===== src/rtl/display_scan_mux.sv =====
// Time-multiplexed 7-segment driver: one digit slot per SCAN_DIV clocks, PWM duty, guard gap.
// seg/anode/frame_start lag the scan counters by one cycle; no backpressure, free-running scan.
module display_scan_mux #(
   parameter int NUM_DIGITS       = 4,
   parameter int SCAN_DIV         = 1024,
   parameter int BRIGHT_BITS      = 4,
   parameter int GUARD            = 2,
   parameter int ANODE_ACTIVE_LOW = 0,
   parameter int SEG_ACTIVE_LOW   = 0,
   localparam int IDX_W           = (NUM_DIGITS > 1) ? $clog2(NUM_DIGITS) : 1
) (
   input  logic                    clk,
   input  logic                    rst,
   input  logic [7*NUM_DIGITS-1:0] disp,
   input  logic [NUM_DIGITS-1:0]   blank,
   input  logic [BRIGHT_BITS-1:0]  brightness,
   output logic [6:0]              seg,
   output logic [NUM_DIGITS-1:0]   anode,
   output logic [IDX_W-1:0]        digit_idx,
   output logic                    frame_start
);

   localparam int PW    = $clog2(SCAN_DIV);
   localparam int SHIFT = PW - BRIGHT_BITS;

   localparam logic                  AAL     = (ANODE_ACTIVE_LOW != 0);
   localparam logic                  SAL     = (SEG_ACTIVE_LOW != 0);
   localparam logic [6:0]            SEG_OFF = {7{SAL}};
   localparam logic [NUM_DIGITS-1:0] AN_OFF  = {NUM_DIGITS{AAL}};

   logic [PW-1:0]          pcnt;
   logic [6:0]             slot_pat;
   logic                   slot_blank;
   logic [BRIGHT_BITS-1:0] slot_bright;

   logic [6:0]             cur_pat;
   logic                   cur_blank;
   logic [BRIGHT_BITS-1:0] phase;
   logic                   lit;
   logic                   slot_first;
   logic                   slot_last;
   logic                   digit_last;
   logic [NUM_DIGITS-1:0]  onehot;

   always_comb begin
      cur_pat   = 7'h00;
      cur_blank = 1'b0;
      for (int k = 0; k < NUM_DIGITS; k++) begin
         if (digit_idx == IDX_W'(k)) begin
            cur_pat   = disp[7*k +: 7];
            cur_blank = blank[k];
         end
      end
   end

   // The top BRIGHT_BITS of the prescaler split each slot into equal PWM phases.
   assign phase      = pcnt[PW-1:SHIFT];
   assign slot_first = (pcnt == '0);
   assign slot_last  = (pcnt == PW'(SCAN_DIV - 1));
   assign digit_last = (digit_idx == IDX_W'(NUM_DIGITS - 1));
   assign onehot     = NUM_DIGITS'(1) << digit_idx;

   // GUARD >= 1 keeps pcnt==0 dark, so the slot registers are always settled when lit.
   assign lit = (pcnt >= PW'(GUARD)) && (phase < slot_bright) && !slot_blank;

   always_ff @(posedge clk or posedge rst) begin
      if (rst) begin
         pcnt      <= '0;
         digit_idx <= '0;
      end else begin
         pcnt <= pcnt + 1'b1;
         if (slot_last) begin
            digit_idx <= digit_last ? '0 : digit_idx + 1'b1;
         end
      end
   end

   always_ff @(posedge clk or posedge rst) begin
      if (rst) begin
         slot_pat    <= 7'h00;
         slot_blank  <= 1'b0;
         slot_bright <= '0;
      end else if (slot_first) begin
         slot_pat    <= cur_pat;
         slot_blank  <= cur_blank;
         slot_bright <= brightness;
      end
   end

   always_ff @(posedge clk or posedge rst) begin
      if (rst) begin
         seg         <= SEG_OFF;
         anode       <= AN_OFF;
         frame_start <= 1'b0;
      end else begin
         seg         <= (lit ? slot_pat : 7'h00) ^ SEG_OFF;
         anode       <= (lit ? onehot : '0) ^ AN_OFF;
         frame_start <= slot_first && (digit_idx == '0);
      end
   end

endmodule


===== config.mk =====
export PLATFORM = sky130hd
export DESIGN_NAME = display_scan_mux
export DESIGN_NICKNAME = d
export VERILOG_FILES = /design/src/rtl/display_scan_mux.sv
export SDC_FILE = /design/constraint.sdc
export NUM_CORES = 1
export LEC_CHECK = 0
export CAP_MARGIN = 0
export CORE_MARGIN = 2
export CORE_UTILIZATION = 40
export CTS_CLUSTER_DIAMETER = 150
export DETAILED_ROUTE_END_ITERATION = 8
export GPL_ROUTABILITY_DRIVEN = 0
export GPL_TIMING_DRIVEN = 0
export MAX_ROUTING_LAYER = met4
export PLACE_DENSITY = 0.82
export SLEW_MARGIN = 20
export SYNTH_ARGS = -nofsm -noshare
export SYNTH_HDL_FRONTEND = slang
export SYNTH_SLANG_ARGS = --single-unit

===== constraint.sdc =====
create_clock -name clk -period 2.38 [get_ports clk]
set_clock_uncertainty 0.15 [all_clocks]
set_input_delay 0.714 -clock clk [delete_from_list [all_inputs] [get_ports clk]]
set_output_delay 0.714 -clock clk [all_outputs]
set_load 0.05 [all_outputs]

== Word level (Yosys, flattened, before mapping) ==
Cells that the tools add are included.
Operators by class
  add/sub/neg operators: 2
  multiply operators: 0
  div/mod/pow operators: 0
  order comparisons: 2
  eq/ne operators: 4
  shifts and indexed selects: 1
  mux-type cells: 11
  bitwise gates (word level): 0
  reductions and logical operators: 6
Operators by type and width (number)
  two-way mux 7 bit: 5
  adder 10 x 1 -> 10 bit, second input constant: 1
  equality test 10 bit, second input constant: 1
  >= comparator 10 x 2 -> 1 bit, second input constant: 1
  logical NOT 10 bit: 1
  equality test 2 bit, second input constant: 2
  less-than comparator 4 bit: 1
  two-way mux 1 bit: 4
  two-way mux 4 bit: 1
  left shift 1 x 2 -> 4 bit, first input constant: 1
  logical AND 1 bit: 3
  adder 2 x 1 -> 2 bit, second input constant: 1
  equality test 2 x 1 -> 1 bit, second input constant: 1
  logical NOT 2 bit: 1
  two-way mux 2 bit: 1
  logical NOT 1 bit: 1
Storage, ports and cells
  flip-flop bits (word level): 36
  latch bits: 0
  RAM bits: 0
  memory bits (read-only): 0
  input bits: 38
  output and inout bits: 14
  memories kept: 0

== Longest topological paths before layout ==
  depth in word-level cells: 5
  depth in mapped cells: 7

== Worst setup path after synthesis ==
OpenSTA, ideal clock, no wires.
  path kind: reg-to-reg
  start point: register pcnt[6]
  end point: register slot_pat[5]
  arrival: 1.983 ns
  data required time: 2.126 ns
  slack: 0.144 ns
  stages on the path, launching flop included: 7
  buffers on the path: 3
  path through: dfrtp_1 or4_1 buf_6 or3_1 buf_2 buf_6 o41ai_2
Between the ends
  cells in the longest elaborated chain, start to end: 1
Ends and longest elaborated chain
  start: declaration: RTL line 31  | logic [PW-1:0] pcnt;
  start signal: assignment: RTL line 71  | pcnt <= pcnt + 1'b1;
  logical NOT 10 bit: RTL line 58  | assign slot_first = (pcnt == '0);
  end signal: assignment: RTL line 84  | slot_pat <= cur_pat;
  end: declaration: RTL line 32  | logic [6:0] slot_pat;
Every way passes these cells.
A chain may end at the register's enable or synchronous reset.

== Worst setup path after layout ==
  start point: register pcnt[2]
  end point: register slot_pat[5]
The elaborated chain is that of the path after synthesis.

==> flow_metrics.tcl <==
set metrics [dict create \
    htree_levels 2 \
    antenna_found_initial 0 \
    post-route-period-util_pct 97.10 \
    grt_pass1_wl_mm 6.658 \
    ys_types 31 \
    dp_cells 264 \
    synth_top_family_by_area "compound AO/OA/AOI/OAI gates" \
    rrSetupSlack_ps 70 \
    route.detailed.drc 0 \
    grt_max_degree 37 \
    clk_path_buf_depth 2 \
    clk_latency_ps 290 \
    synth-compound-area-share_pct 19.94 \
    netlist.area_leader.share_pct 50.38 \
    drtIter0Drc 101 \
    slowest_delay_ps 500 \
    fmax_mhz 432.7 \
    synth-simple-area-share_pct 7.768 \
    final_core_util_pct 57.93 \
    dieArea_sq_um 5020 \
    coreArea_sq_um 4324 \
    synth_edf_count 0 \
    drv_slew 0 \
    cts_buffers 5 \
    maxCapViolCount 0 \
    slew_headroom_pct 51.65 \
    yosysWarnings 0 \
    cts_sinks 36 \
    port_buffers 51 \
    critPathLaunchType "register" \
    power_density_nw_per_um2 522.5 \
    hold_class "reg2reg" \
    crit_family "simple AND/OR/NAND/NOR gates" \
    rr_worst_depth 6 \
    synth_ff_type "dfrtp_1" \
    status "completed" \
    power_leakage_nw 1.108 \
    die_x_microns 70.86 \
    syn_to_final_growth_pct 40.10 \
    row_count 24 \
    fin_crit_ps 2311 \
    worst_hold_slack_ps 346.8 \
    setup_viol 0 \
    grt_pass1_vias 1405 \
    cp_cell_sequence "or4_4, buf_6, or3_1, buf_2, buf_6, o41ai_2" \
    tightest_slew_ps 724.2 \
    hold_viol 0 \
    hold_buffers 0 \
    criticalPathCategory "reg2reg" \
    p_total_mw 1.309 \
    layout.nets 270 \
    drt_first_pass_iters 4 \
    syn_nets 209 \
    clk_pin_slew_ps 70 \
    cp.arrival_ps 2340 \
    ys_top_cells_by_area "dfrtp_1 (50%), ha_1 (7.0%), o31ai_1 (6.3%)" \
    fin_cells 275 \
    viasPerCell 5.327 \
    vias 1465 \
    synth-seq-area-share_pct 50.38 \
    ir_worst_vdd_mv 0.2826 \
    wl_mm 4.091 \
    crit_end "slot_pat[5]" \
    netlist_instances 161 \
    avgSynthCellArea_sq_um 11.11 \
    r2r-start "pcnt[2]" \
    gr-total-overflow 0 \
    post-dp-hpwl_mm 3.119 \
    critPathMaxFanout 10 \
    cp-end-kind "register" \
    cp_slowest_cell "or4_4" \
    io_pins 52 \
    ant_nets 0 \
    cp.depth 6 \
    async_flop_share_pct 100.0 \
    antenna_cells 0 \
    cpMostUsedCell "buf_6" \
    synth_top_area_cell "dfrtp_1" \
    cts_root_buf "clkbuf_8" \
    gr-usage-all-layers_pct 17.70 \
    ys_seq_elements 36 \
    routedWlPerCell_microns 14.88 \
    muxShareOfSynthArea_pct 3.779 \
    rr_endpoint "slot_pat[5]" \
    synth_xor_area_share_pct 3.919 \
    initial_core_util_pct 41.35 \
    die_y_microns 70.86 \
    crit_required_ps 2410 \
    critPathLaunch "pcnt[2]" \
    synthAdderAreaFrac_pct 6.998 \
    layout-drive-gt1-share_pct 12.11 \
    netlist_area_sq_um 1788 \
    min-delay-start "slot_pat[4]" \
    path_buf_inv 3 \
    cts_tree "done" \
]
-- layout make-up --
class	instances	area, sq um
clock inverter	2	35.03
multi-input combinational	95	765.7
fill	381	1819
tap	52	65.06
clock buffer	6	72.57
sequential	36	902.1
inverter	20	75.07
timing repair buffer	55	538.0
buffer	9	51.30
-- worst register-to-register path, stage by stage, from the launching register on --
cell	delay, ps
dfrtp_2	440
or4_4	500
buf_6	160
or3_1	340
buf_2	160
buf_6	140
o41ai_2	320
-- cell usage after synthesis (all sizes together), types with 2 or more instances --
master  count
dfrtp      36
inv        18
o31ai      15
a211oi     11
ha         10
a221oi      7
clkbuf      7
o22ai       7
mux2        6
nor2        5
nand3       4
xnor2       4
xor2        4
buf         3
nand2       3
a211o       2
and4        2
clkinv      2
nand2b      2
nor3        2
o41ai       2
or4         2
-- state kept, by name (all words and copies together) (netlist names) --
| register | flops |
|---|---|
| anode | 4 |
| slot_pat | 7 |
| frame_start | 1 |
| slot_blank | 1 |
| seg | 7 |
| pcnt | 10 |
| digit_idx | 2 |
| slot_bright | 4 |
-- logic make-up (layout without fill, tap and decap cells) --
family	count (synthesis)	after routing
xor+xnor	8	8
simple gates	25	25
buf+inv	30	92
mux	6	6
compound gates	46	46
flops	36	36
fa+ha+maj	10	10
-- metal layers --
layer	vias up	GRT usage, %	share of wire (%)
met1	695	23.43	44
met5	-	-	0
met2	50	25.23	49
met4	0	9.853	3.0
met3	10	3.846	4.4
li1	710	-	-
-- worst min-delay path by stage --
stage / endpoint / cells after the start
2_1_floorplan: slot_pat[0] / 2
3_3_place_gp: slot_pat[1] / 2
3_5_place_dp: slot_pat[4] / 2
4_1_cts: slot_pat[4] / 2
5_1_grt: seg[1] / 2
6_report: slot_pat[4] / 2
-- cells in the final DEF, fill, tap and decap left out, types with 6 or more instances in the layout --
master	synthesis	final
ha_1	10	10
dfrtp_1	36	35
clkbuf_1	7	6
mux2_2	6	6
a211oi_1	11	11
o31ai_1	15	15
a221oi_1	7	7
inv_1	18	17
clkdlybuf4s50_1	0	49
o22ai_1	7	7
-- metrics by stage --
| stage | worst slack [ps] | setup TNS [ps] | area [sq um] |
|---|---|---|---|
| after CTS | 4.632 | 0 | 2484 |
| after floorplan | 143.7 | 0 | 1788 |
| after detailed placement | -14.67 | -14.67 | 2364 |
| final | 69.10 | 0 | 2505 |
| after global routing | -8.205 | -8.205 | 2505 |
| after global placement | -67.56 | -2409 | 2364 |
-- what timing repair did --
action	4_1_cts	5_1_grt
resized for setup	3	4
setup buffers	2	2
setup endpoints to repair	3	13
-- power by group --
part	switching [mW]	internal, mW	total [mW]
Combinational	0.0730	0.0847	0.158
Sequential	0.00714	0.629	0.637
Clock	0.204	0.310	0.514
Total	0.284	1.02	1.31
Power figures use the tool's default switching activity.
